$ cat src/rtl/sha256_stream_pkg.sv
// Shared constants for the SHA-256 streaming front-end: core register map, CTRL bits, FSM states.
// Latency: n/a (declarations only).
// Backpressure: n/a.
package sha256_stream_pkg;

    localparam logic [7:0] ADDR_CTRL   = 8'h08;
    localparam logic [7:0] ADDR_STATUS = 8'h09;
    localparam logic [7:0] ADDR_BLOCK  = 8'h10;
    localparam logic [7:0] ADDR_DIGEST = 8'h20;

    localparam int CTRL_INIT_BIT    = 0;
    localparam int CTRL_NEXT_BIT    = 1;
    localparam int CTRL_MODE_BIT    = 2;
    localparam int STATUS_READY_BIT = 0;

    localparam logic [7:0] PAD_BYTE = 8'h80;

    localparam logic [3:0] ST_IDLE      = 4'd0;
    localparam logic [3:0] ST_FILL      = 4'd1;
    localparam logic [3:0] ST_WRITE_BLK = 4'd2;
    localparam logic [3:0] ST_START     = 4'd3;
    localparam logic [3:0] ST_POLL      = 4'd4;
    localparam logic [3:0] ST_PAD_FILL  = 4'd5;
    localparam logic [3:0] ST_READ_DIG  = 4'd6;
    localparam logic [3:0] ST_DONE      = 4'd7;

    // One-cycle padding request: optionally place 0x80 at ptr, zero everything after it,
    // and optionally overwrite bytes 56..63 with the 64-bit message bit length.
    typedef struct packed {
        logic       en;
        logic       mark;
        logic       len_en;
        logic [5:0] ptr;
    } pad_cmd_t;

endpackage

$ cat src/rtl/sha256_block_buffer.sv
// 64-byte block buffer: big-endian beat packing, 0x80/zero/length padding, word read port.
// Latency: writes land on the next clock; the read port is combinational.
// Backpressure: none; the FSM owns all sequencing.
module sha256_block_buffer
    import sha256_stream_pkg::*;
#(
    parameter int BYTES_PER_BEAT = 4
) (
    input  logic                        clk,
    input  logic                        reset_n,
    input  logic                        wr_en,
    input  logic [5:0]                  wr_ptr,
    input  logic [8*BYTES_PER_BEAT-1:0] wr_data,
    input  logic [2:0]                  wr_nbytes,
    input  pad_cmd_t                    pad,
    input  logic [63:0]                 bit_len,
    input  logic [3:0]                  rd_idx,
    output logic [31:0]                 rd_word
);

    logic [7:0] byte_q [64];

    always_ff @(posedge clk or negedge reset_n) begin
        if (!reset_n) begin
            for (int j = 0; j < 64; j++) byte_q[j] <= '0;
        end else begin
            if (wr_en) begin
                for (int k = 0; k < BYTES_PER_BEAT; k++) begin
                    if (3'(k) < wr_nbytes)
                        byte_q[wr_ptr + 6'(k)] <= wr_data[8*(BYTES_PER_BEAT-1-k) +: 8];
                end
            end
            if (pad.en) begin
                for (int j = 0; j < 64; j++) begin
                    if (6'(j) >= pad.ptr)
                        byte_q[j] <= (pad.mark && 6'(j) == pad.ptr) ? PAD_BYTE : 8'h00;
                    // Length wins over the zero fill in the tail of the block.
                    if (pad.len_en && j >= 56)
                        byte_q[j] <= bit_len[8*(63-j) +: 8];
                end
            end
        end
    end

    assign rd_word = {byte_q[{rd_idx, 2'd0}], byte_q[{rd_idx, 2'd1}],
                      byte_q[{rd_idx, 2'd2}], byte_q[{rd_idx, 2'd3}]};

endmodule

$ cat src/rtl/sha256_stream_hasher.sv
// Streams a byte message into the sha256 core over its register bus and returns the digest.
// Latency: per block 16 writes + 1 CTRL write + status polls; digest 8 reads + 1 cycle.
// Backpressure: s_ready only in IDLE/FILL; core completion absorbed by polling with a timeout.
module sha256_stream_hasher
    import sha256_stream_pkg::*;
#(
    parameter int   BYTES_PER_BEAT = 4,
    parameter int   LEN_W          = 32,
    parameter int   POLL_LIMIT     = 1023,
    parameter logic MODE_SHA256    = 1'b1
) (
    input  logic                        clk,
    input  logic                        reset_n,
    input  logic                        s_valid,
    output logic                        s_ready,
    input  logic [8*BYTES_PER_BEAT-1:0] s_data,
    input  logic                        s_last,
    input  logic [2:0]                  s_nbytes,
    output logic                        m_cs,
    output logic                        m_we,
    output logic [7:0]                  m_address,
    output logic [31:0]                 m_write_data,
    input  logic [31:0]                 m_read_data,
    input  logic                        m_error,
    output logic [255:0]                digest,
    output logic                        digest_valid,
    output logic                        busy,
    output logic                        error
);

    localparam int PW = (POLL_LIMIT < 1) ? 1 : $clog2(POLL_LIMIT + 1);

    logic [3:0]       state_q;
    logic             ready_en_q;
    logic [LEN_W-1:0] byte_cnt_q;
    logic [3:0]       widx_q;
    logic [PW-1:0]    poll_cnt_q;
    logic             first_blk_q, last_seen_q, mark_pending_q, len_done_q, drop_q, error_q;
    logic [255:0]     digest_q;

    logic             beat_acc, first_beat, data_beat, blk_full, overflow, poll_timeout, abort;
    logic [2:0]       beat_bytes;
    logic [LEN_W-1:0] base_cnt;
    logic [LEN_W:0]   sum;
    logic [31:0]      rd_word;
    pad_cmd_t         pad;

    assign s_ready    = ready_en_q && (state_q == ST_IDLE || state_q == ST_FILL);
    assign beat_acc   = s_valid && s_ready;
    // While dropping an aborted message, beats are consumed until its s_last.
    assign data_beat  = beat_acc && !(state_q == ST_IDLE && drop_q);
    assign first_beat = data_beat && state_q == ST_IDLE;

    always_comb begin
        beat_bytes = 3'(BYTES_PER_BEAT);
        if (s_last)
            beat_bytes = (s_nbytes > 3'(BYTES_PER_BEAT)) ? 3'(BYTES_PER_BEAT) : s_nbytes;
    end

    assign base_cnt = (state_q == ST_IDLE) ? '0 : byte_cnt_q;
    assign sum      = {1'b0, base_cnt} + {{(LEN_W-2){1'b0}}, beat_bytes};
    assign overflow = sum[LEN_W];
    assign blk_full = ({1'b0, base_cnt[5:0]} + {4'b0, beat_bytes}) == 7'd64;

    assign poll_timeout = state_q == ST_POLL && !m_read_data[STATUS_READY_BIT]
                          && poll_cnt_q == PW'(POLL_LIMIT);
    assign abort = (m_cs && m_error) || (data_beat && overflow) || poll_timeout;

    assign pad.en     = state_q == ST_PAD_FILL;
    assign pad.mark   = mark_pending_q;
    assign pad.ptr    = mark_pending_q ? byte_cnt_q[5:0] : 6'd0;
    assign pad.len_en = !mark_pending_q || byte_cnt_q[5:0] < 6'd56;

    sha256_block_buffer #(.BYTES_PER_BEAT(BYTES_PER_BEAT)) u_buf (
        .clk       (clk),
        .reset_n   (reset_n),
        .wr_en     (data_beat && !overflow),
        .wr_ptr    (base_cnt[5:0]),
        .wr_data   (s_data),
        .wr_nbytes (beat_bytes),
        .pad       (pad),
        .bit_len   (64'({byte_cnt_q, 3'b000})),
        .rd_idx    (widx_q),
        .rd_word   (rd_word)
    );

    always_comb begin
        m_cs         = 1'b0;
        m_we         = 1'b0;
        m_address    = 8'h00;
        m_write_data = 32'h0;
        case (state_q)
            ST_WRITE_BLK: begin
                m_cs         = 1'b1;
                m_we         = 1'b1;
                m_address    = ADDR_BLOCK + {4'b0, widx_q};
                m_write_data = rd_word;
            end
            ST_START: begin
                m_cs      = 1'b1;
                m_we      = 1'b1;
                m_address = ADDR_CTRL;
                m_write_data[CTRL_MODE_BIT] = MODE_SHA256;
                m_write_data[CTRL_NEXT_BIT] = !first_blk_q;
                m_write_data[CTRL_INIT_BIT] = first_blk_q;
            end
            ST_POLL: begin
                m_cs      = 1'b1;
                m_address = ADDR_STATUS;
            end
            ST_READ_DIG: begin
                m_cs      = 1'b1;
                m_address = ADDR_DIGEST + {5'b0, widx_q[2:0]};
            end
            default: ;
        endcase
    end

    always_ff @(posedge clk or negedge reset_n) begin
        if (!reset_n) begin
            state_q        <= ST_IDLE;
            ready_en_q     <= 1'b0;
            byte_cnt_q     <= '0;
            widx_q         <= '0;
            poll_cnt_q     <= '0;
            first_blk_q    <= 1'b0;
            last_seen_q    <= 1'b0;
            mark_pending_q <= 1'b0;
            len_done_q     <= 1'b0;
            drop_q         <= 1'b0;
            error_q        <= 1'b0;
            digest_q       <= '0;
        end else begin
            ready_en_q <= 1'b1;
            if (abort) begin
                state_q <= ST_IDLE;
                error_q <= 1'b1;
                drop_q  <= data_beat ? !s_last : !last_seen_q;
            end else begin
                case (state_q)
                    ST_IDLE, ST_FILL: begin
                        if (data_beat) begin
                            if (first_beat) begin
                                error_q        <= 1'b0;
                                first_blk_q    <= 1'b1;
                                mark_pending_q <= 1'b1;
                                len_done_q     <= 1'b0;
                            end
                            last_seen_q <= s_last;
                            byte_cnt_q  <= sum[LEN_W-1:0];
                            widx_q      <= '0;
                            if (blk_full)    state_q <= ST_WRITE_BLK;
                            else if (s_last) state_q <= ST_PAD_FILL;
                            else             state_q <= ST_FILL;
                        end else if (beat_acc && s_last) begin
                            drop_q <= 1'b0;
                        end
                    end
                    ST_WRITE_BLK: begin
                        widx_q <= widx_q + 4'd1;
                        if (widx_q == 4'd15) state_q <= ST_START;
                    end
                    ST_START: begin
                        first_blk_q <= 1'b0;
                        poll_cnt_q  <= '0;
                        state_q     <= ST_POLL;
                    end
                    ST_POLL: begin
                        if (m_read_data[STATUS_READY_BIT]) begin
                            widx_q <= '0;
                            if (!last_seen_q)     state_q <= ST_FILL;
                            else if (!len_done_q) state_q <= ST_PAD_FILL;
                            else                  state_q <= ST_READ_DIG;
                        end else begin
                            poll_cnt_q <= poll_cnt_q + 1'b1;
                        end
                    end
                    ST_PAD_FILL: begin
                        mark_pending_q <= 1'b0;
                        if (pad.len_en) len_done_q <= 1'b1;
                        widx_q  <= '0;
                        state_q <= ST_WRITE_BLK;
                    end
                    ST_READ_DIG: begin
                        digest_q[{~widx_q[2:0], 5'b0} +: 32] <= m_read_data;
                        widx_q <= widx_q + 4'd1;
                        if (widx_q[2:0] == 3'd7) state_q <= ST_DONE;
                    end
                    default: state_q <= ST_IDLE;
                endcase
            end
        end
    end

    assign digest       = digest_q;
    assign digest_valid = state_q == ST_DONE;
    assign busy         = !(state_q == ST_IDLE || state_q == ST_DONE);
    assign error        = error_q;

endmodule

$ cat config.mk
export PLATFORM = sky130hd
export DESIGN_NAME = sha256_stream_hasher
export DESIGN_NICKNAME = d
export VERILOG_FILES = /design/src/rtl/sha256_stream_pkg.sv /design/src/rtl/sha256_block_buffer.sv /design/src/rtl/sha256_stream_hasher.sv
export SDC_FILE = /design/constraint.sdc
export NUM_CORES = 2
export LEC_CHECK = 0
export CAP_MARGIN = 15
export CORE_MARGIN = 2
export CORE_UTILIZATION = 50
export DETAILED_ROUTE_END_ITERATION = 8
export PLACE_DENSITY = 0.69
export SETUP_SLACK_MARGIN = 0.3
export SLEW_MARGIN = 5
export SYNTH_ARGS = -nofsm -noshare
export SYNTH_HDL_FRONTEND = slang
export SYNTH_SLANG_ARGS = --single-unit
$ cat constraint.sdc
create_clock -name clk -period 4.8 [get_ports clk]
set_input_delay 0.96 -clock clk [delete_from_list [all_inputs] [get_ports clk]]
set_output_delay 0.96 -clock clk [all_outputs]
set_load 0.02 [all_outputs]
# Word level (Yosys, flattened, before mapping)
# Index checks and enable logic that the tools add are counted.
# word_totals
regBits	825
latch_bits	0
mem_bits_rw	0
rom_bits	0
inputBits	72
out_inout_bits	302
wordCells	589
memories	0
# op_classes
n_addsub	10
mul	0
n_div	0
order_cmp	82
n_eq_ne	84
n_shift	2
n_mux	209
bitwise	10
reduce_logical	116
# ops
operator	count
512-bit 2-to-1 mux	9
512-bit bitwise mux	4
8-bit 2-to-1 mux	148
256-bit bitwise mux	1
32-bit by 10-bit variable shift with 256-bit output, first input constant	1
32-bit by 10-bit variable part select with 256-bit output	1
8-bit binary-select mux with 6-bit select	4
8-bit demux with 6-bit select	4
6-bit equality test, first input constant	32
6-bit >= comparator, first input constant	32
5-bit by 6-bit equality test with 1-bit output, first input constant	16
5-bit by 6-bit >= comparator with 1-bit output, first input constant	16
1-bit logical AND	79
7-bit >= comparator, second input constant	8
6-bit inverter with 7-bit output	8
4-bit by 6-bit equality test with 1-bit output, first input constant	8
4-bit by 6-bit >= comparator with 1-bit output, first input constant	8
32-bit by 3-bit adder with 33-bit output	1
32-bit 2-to-1 mux	1
29-bit 2-to-1 mux	1
7-bit by 1-bit less-than comparator with 1-bit output, second input constant	4
4-bit 2-to-1 mux	7
7-bit one-hot mux with 4 select lines	1
3-bit by 6-bit equality test with 1-bit output, first input constant	4
51 further kinds	115

# Depth between registers and ports, before layout
# logic_depth
word_depth	22
mapped_depth	18
ltp_nobuf	11

# By module
# From an unflattened synthesis, not the netlist that was laid out.
# hier_totals
cells_unflattened	6346
area_unflattened_um2	59663.5
# by_module_without_submodules
mod	n_inst	cells_per_inst	area_each_um2	seq_area_each_um2
sha256_block_buffer	1	5323	46186.8	12812.3
sha256_stream_hasher	1	1023	13476.7	7807.5

# Worst setup path after synthesis
# No wires, ideal clock.
# synth_path
kind	input-to-reg
start	input s_last
end	register u_buf.byte_q[23] in the netlist's numbering
setup_ps	139
arrival_time_ps	3824
required_ps	4661
setup_slack_ps	838
stages	16
n_path_buf	8
path_cell_list	buf_2 nor2b_1 buf_2 inv_2 buf_2 ha_1 o2111ai_1 or2_0 buf_2 o41a_1 buf_4 buf_6 buf_6 buf_6 a222oi_1 nand3_1
# synth_via
elab_chain_cells	16
elab_cells_between_ends	22
classes_between	add/sub: 1; order compare: 4; mux: 15; reduce/logical: 2
# synth_rtl
item	line_no	rtl
start, declared	sha256_stream_hasher.sv:17	input logic s_last,
3-bit 2-to-1 mux *	sha256_stream_hasher.sv:56	if (s_last)
1-bit by 3-bit less-than comparator with 1-bit output	sha256_block_buffer.sv:29	if (3'(k) < wr_nbytes)
512-bit 2-to-1 mux	sha256_block_buffer.sv:29	
512-bit 2-to-1 mux	sha256_block_buffer.sv:27	if (wr_en) begin
512-bit bitwise mux	sha256_block_buffer.sv:30	byte_q[wr_ptr + 6'(k)] <= wr_data[8*(BYTES_PER_BEAT-1-k) +: 8];
512-bit 2-to-1 mux	sha256_block_buffer.sv:29	
512-bit 2-to-1 mux	sha256_block_buffer.sv:27	
512-bit bitwise mux	sha256_block_buffer.sv:30	
512-bit 2-to-1 mux	sha256_block_buffer.sv:29	
512-bit 2-to-1 mux	sha256_block_buffer.sv:27	
512-bit bitwise mux	sha256_block_buffer.sv:30	
512-bit 2-to-1 mux	sha256_block_buffer.sv:29	
512-bit 2-to-1 mux *	sha256_block_buffer.sv:27	
8-bit 2-to-1 mux	sha256_block_buffer.sv:35	if (6'(j) >= pad.ptr)
8-bit 2-to-1 mux	sha256_block_buffer.sv:38	if (pad.len_en && j >= 56)
512-bit 2-to-1 mux *	sha256_block_buffer.sv:33	if (pad.en) begin
end signal, assigned by index	sha256_block_buffer.sv:30	
end signal, assigned by index	sha256_block_buffer.sv:36	byte_q[j] <= (pad.mark && 6'(j) == pad.ptr) ? PAD_BYTE : 8'h00;
end signal, assigned by index	sha256_block_buffer.sv:39	byte_q[j] <= bit_len[8*(63-j) +: 8];
end, declared	sha256_block_buffer.sv:21	logic [7:0] byte_q [64];
# Mark *: on every way between the ends. The rest lies on a longest branch, timed or not. The select of a mux whose other input is x is not followed.
# A chain may end at the register's enable or synchronous reset.

# Final worst setup path
# layout_path
start	register state_q[1]
end	register u_buf.byte_q[293] in the netlist's numbering
# layout_via
elab_chain_cells	21
elab_cells_between_ends	54
classes_between	add/sub: 4; order compare: 8; eq/ne: 2; mux: 23; bitwise: 4; reduce/logical: 13
# layout_rtl
item	line_no	rtl
start, declared	sha256_stream_hasher.sv:33	logic [3:0] state_q;
start signal, assigned	sha256_stream_hasher.sv:121	state_q <= ST_IDLE;
start signal, assigned	sha256_stream_hasher.sv:136	state_q <= ST_IDLE;
start signal, assigned	sha256_stream_hasher.sv:152	if (blk_full) state_q <= ST_WRITE_BLK;
branches (longest 20 deep; another with 7-bit >= comparator)	--	
512-bit 2-to-1 mux *	sha256_block_buffer.sv:33	
# Mark *: on every way between the ends. The select of a mux whose other input is x is not followed.

==> key figures <==
Status
  • Status: complete, but fails checks
  • Failing checks: DRC

Placement
  • IO buf count: 371
  • Post-DP HPWL: roughly 220 mm
  • Placed inst area: 66700 um2
  • Cells after DPL: 8533
  • Routability Congestion: about 1.1
  • Pre-CTS setup slack: 0.0526 ns

Logic synthesis
  • Syn Area/Cell: 8.71 um2
  • Dominant synthesized flop cell: dfrtp_1
  • Synth unique cells: 111
  • Ys async rst share: 1.00
  • Seq/Total Area, Yosys: 0.347
  • Synth Cell Area: around 59000 um2
  • Syn. warnings: 0
  • Register bit total from synthesis: 824
  • Syn Inst Count: 6826
  • Post-synth EDFFs: 0

Worst setup path
  • Critical Path AT: 5.12 ns
  • Worst setup EP type: flop
  • Setup crit start kind: flop
  • Worst reg2reg startpoint: state_q[1]
  • Setup crit end: u_buf.byte_q[293]
  • Register-to-register setup slack: 0.26 ns
  • Worst Setup SP: state_q[1]
  • Crit path required time: between 5 and 6 ns
  • Slowest CP cell: o31ai_2
  • CP cell instances: o31ai_2 -> inv_1 -> ha_1 -> buf_4 -> a21o_1 -> a211oi_1 -> buf_4 -> o21ai_2 -> buf_4 -> nor2_1 -> a221oi_1 -> a221oi_1 -> a21oi_1
  • Worst r2r path cells: 13
  • CP peak stage delay: 0.61 ns
  • Crit path kind: reg -> reg
  • Crit-path most repeated cell: buf_4
  • Critical R2R Capture: u_buf.byte_q[293]
  • Worst-path fanout max: 13

Drt
  • Vias per cell: 7.74
  • Drt drc: 1
  • Wire per inst: 37.1 um
  • Via count: 67765
  • Initial detailed-routing violation count: 11593
  • First drt pass iteration count: 9
  • Final WL: 324 mm
  • Antenna-violating nets left: 0

Timing
  • Max Clk Rate: 220 MHz
  • RSZ-0062 raised after global routing: yes
  • Fin crit share: 0.946
  • # setup viols final: 0
  • Final setup margin: 0.257 ns
  • Worst setup skew after layout: 0.0754 ns
  • Fin. max-slew vios: 0
  • Max_slew headroom: 0.103
  • Number of hold violations in the final report: 0
  • Fin crit period: 4.54 ns
  • Slew @ Worst Pin: 1.35 ns

Clock network
  • Clock latency on the worst-skew pair: 0.77 ns
  • Root buf cell: clkbuf_16
  • Clk sinks: 824
  • CTS tree: done
  • Cts bufs inserted: 96
  • H-tree depth: 3
  • Clock slew at reported path FFs: 0.07 ns
  • Clk buf depth: 3

Finish
  • Share of post-route cells with drive strength above 1: 0.158
  • Fillers: 10370
  • Final instance area: 70500 um2
  • Layout Nets: 7193
  • Non-Filler Instances: 8751
  • Area Overhead vs Synth: 18.5%

Die
  • Core ar.: around 120000 um2
  • Die width: ~350 um
  • Top Ports: 374
  • Die Y: 349 um
  • Initial Utilization: 0.504
  • Row cnt: between 100 and 150
  • Die footprint: 122000 um2

Flow run
  • Max-cap violations: 0

Global route
  • Total track usage: 0.516
  • Global-route wire length before repair: between 400 and 500 mm
  • Initial antenna violation count: 28
  • Largest net degree at the start of global routing: 93
  • Number of global-route vias before repair: 63436
  • GR Overflow Total: 0

Power and ir drop
  • Leak: 28.9 nW
  • Power per cell area: about 560 nW/um2
  • Worst vdd ir: 0.398 mV
  • Overall Power: 39.7 mW

Hold path
  • Min-Delay Path Class: in -> async
## routing by layer
metal | GRT usage | wire (um) | vias up
met5 | 0 | 322 | -
met4 | 0.384 | 29600 | 20
met3 | 0.221 | 52100 | 1869
met2 | 0.712 | 129000 | 6551
met1 | 0.637 | 114000 | 32614
li1 | - | - | 26711
## worst max-delay path: cells and delay by family, from the launching register on
family	cells	cell delay [ns]
buf+inv	4	0.94
flops	1	0.42
compound gates	7	2.09
fa+ha+maj	1	0.45
simple gates	1	0.50
## cell usage in the layout, fill, tap and decap left out, types with 129 or more instances in the layout
cell type | netlist | layout
nor2_1 | 469 | 467
a21oi_1 | 391 | 390
a211oi_1 | 234 | 233
o21ai_0 | 706 | 703
clkdlybuf4s50_1 | 0 | 330
buf_4 | 34 | 502
nor3_1 | 168 | 162
o211ai_1 | 143 | 143
mux4_2 | 160 | 160
nand2_1 | 856 | 855
mux2i_1 | 477 | 477
a221oi_1 | 154 | 154
dfrtp_1 | 824 | 816
nand3_1 | 129 | 129
## Yosys cell counts (all sizes together), types with 31 or more instances
master / count / share of area
mux4: 160 / 0.061
o221ai: 63 / 0.0093
nor3: 187 / 0.017
clkbuf: 514 / 0.032
a32o: 36 / 0.0061
a32oi: 40 / 0.0059
o21ai: 735 / 0.062
nor2b: 64 / 0.0067
o22ai: 115 / 0.012
nand4: 69 / 0.0073
a211o: 44 / 0.0065
dfrtp: 824 / 0.35
a221o: 73 / 0.012
nand2: 857 / 0.054
a221oi: 154 / 0.023
o211ai: 144 / 0.018
nor2: 473 / 0.030
buf: 206 / 0.019
nand3: 133 / 0.012
a22oi: 53 / 0.0067
mux2i: 477 / 0.080
a31oi: 87 / 0.0092
mux2: 102 / 0.019
a21oi: 392 / 0.033
a22o: 32 / 0.0047
or3: 49 / 0.0052
a21o: 31 / 0.0039
nor4: 41 / 0.0071
a211oi: 244 / 0.032
## power by group
group | switching (mW) | internal [mW] | leakage (nW) | total (mW)
clock network | 3.50 | 4.84 | 1.70 | 8.34
registers | 1.82 | 8.60 | 11.0 | 10.4
logic | 13.8 | 7.16 | 16.2 | 21.0
## what timing repair did
item | in CTS | in global routing
cloned | 0 | 1
gates resized for setup | 10 | 7
hold buffers | 0 | 0
buffers inserted | 6 | 0
setup endpoints to repair | 41 | 99
## worst min-delay path by stage
stage	startpoint	endpoint	slack, ns	depth (start not counted)
after CTS	reset_n	u_buf.byte_q[496]	0.32	1
after global placement	digest[114]	digest[114]	0.46	2
after global routing	reset_n	u_buf.byte_q[502]	0.35	1
after floorplan	poll_cnt_q[8]	poll_cnt_q[8]	0.44	1
final	reset_n	u_buf.byte_q[502]	0.31	1
after detailed placement	digest[168]	digest[168]	0.47	2
## final cells by class
cell class	count	area (um2)	area share
antenna	24	60.1	0.000852
clock buffer	134	2740	0.0388
clock inverter	45	788	0.0112
inverter	32	120	0.00170
multi-input combinational	5251	35900	0.509
sequential	824	20600	0.293
tap	1536	1920	0.0273
timing repair buffer	905	8340	0.118
## flip-flops by register name (all words and copies together) (netlist names)
name,cells
drop_q,1
widx_q,4
state_q,3
ready_en_q,1
first_blk_q,1
error,1
poll_cnt_q,10
digest,256
byte_cnt_q,32
mark_pending_q,1
last_seen_q,1
u_buf.byte_q,512
len_done_q,1
## stage by stage
| step | util | TNS (ns) | hold WS, ns |
|---|---|---|---|
| final | 0.597 | 0 | 0.309 |
| after global routing | 0.596 | 0 | 0.348 |
| after CTS | 0.595 | 0 | 0.319 |
| after detailed placement | 0.565 | 0 | 0.469 |
| after global placement | 0.564 | -0.232 | 0.460 |
| after floorplan | - | 0 | 0.441 |
## cells by family (layout without fill, tap and decap cells)
kind of cell,after synthesis,after routing,synth area share
AO/OA/AOI/OAI,2454,2454,0.277
AND/OR/NAND/NOR,2020,2020,0.157
flip-flops,824,824,0.347
buffers and inverters,752,1116,0.0531
multiplexers,739,739,0.160
XOR/XNOR,24,24,0.00353
adder cells (fa/ha/maj),11,11,0.00231
other,2,27,0.000126
Power figures use the tool's default switching activity.
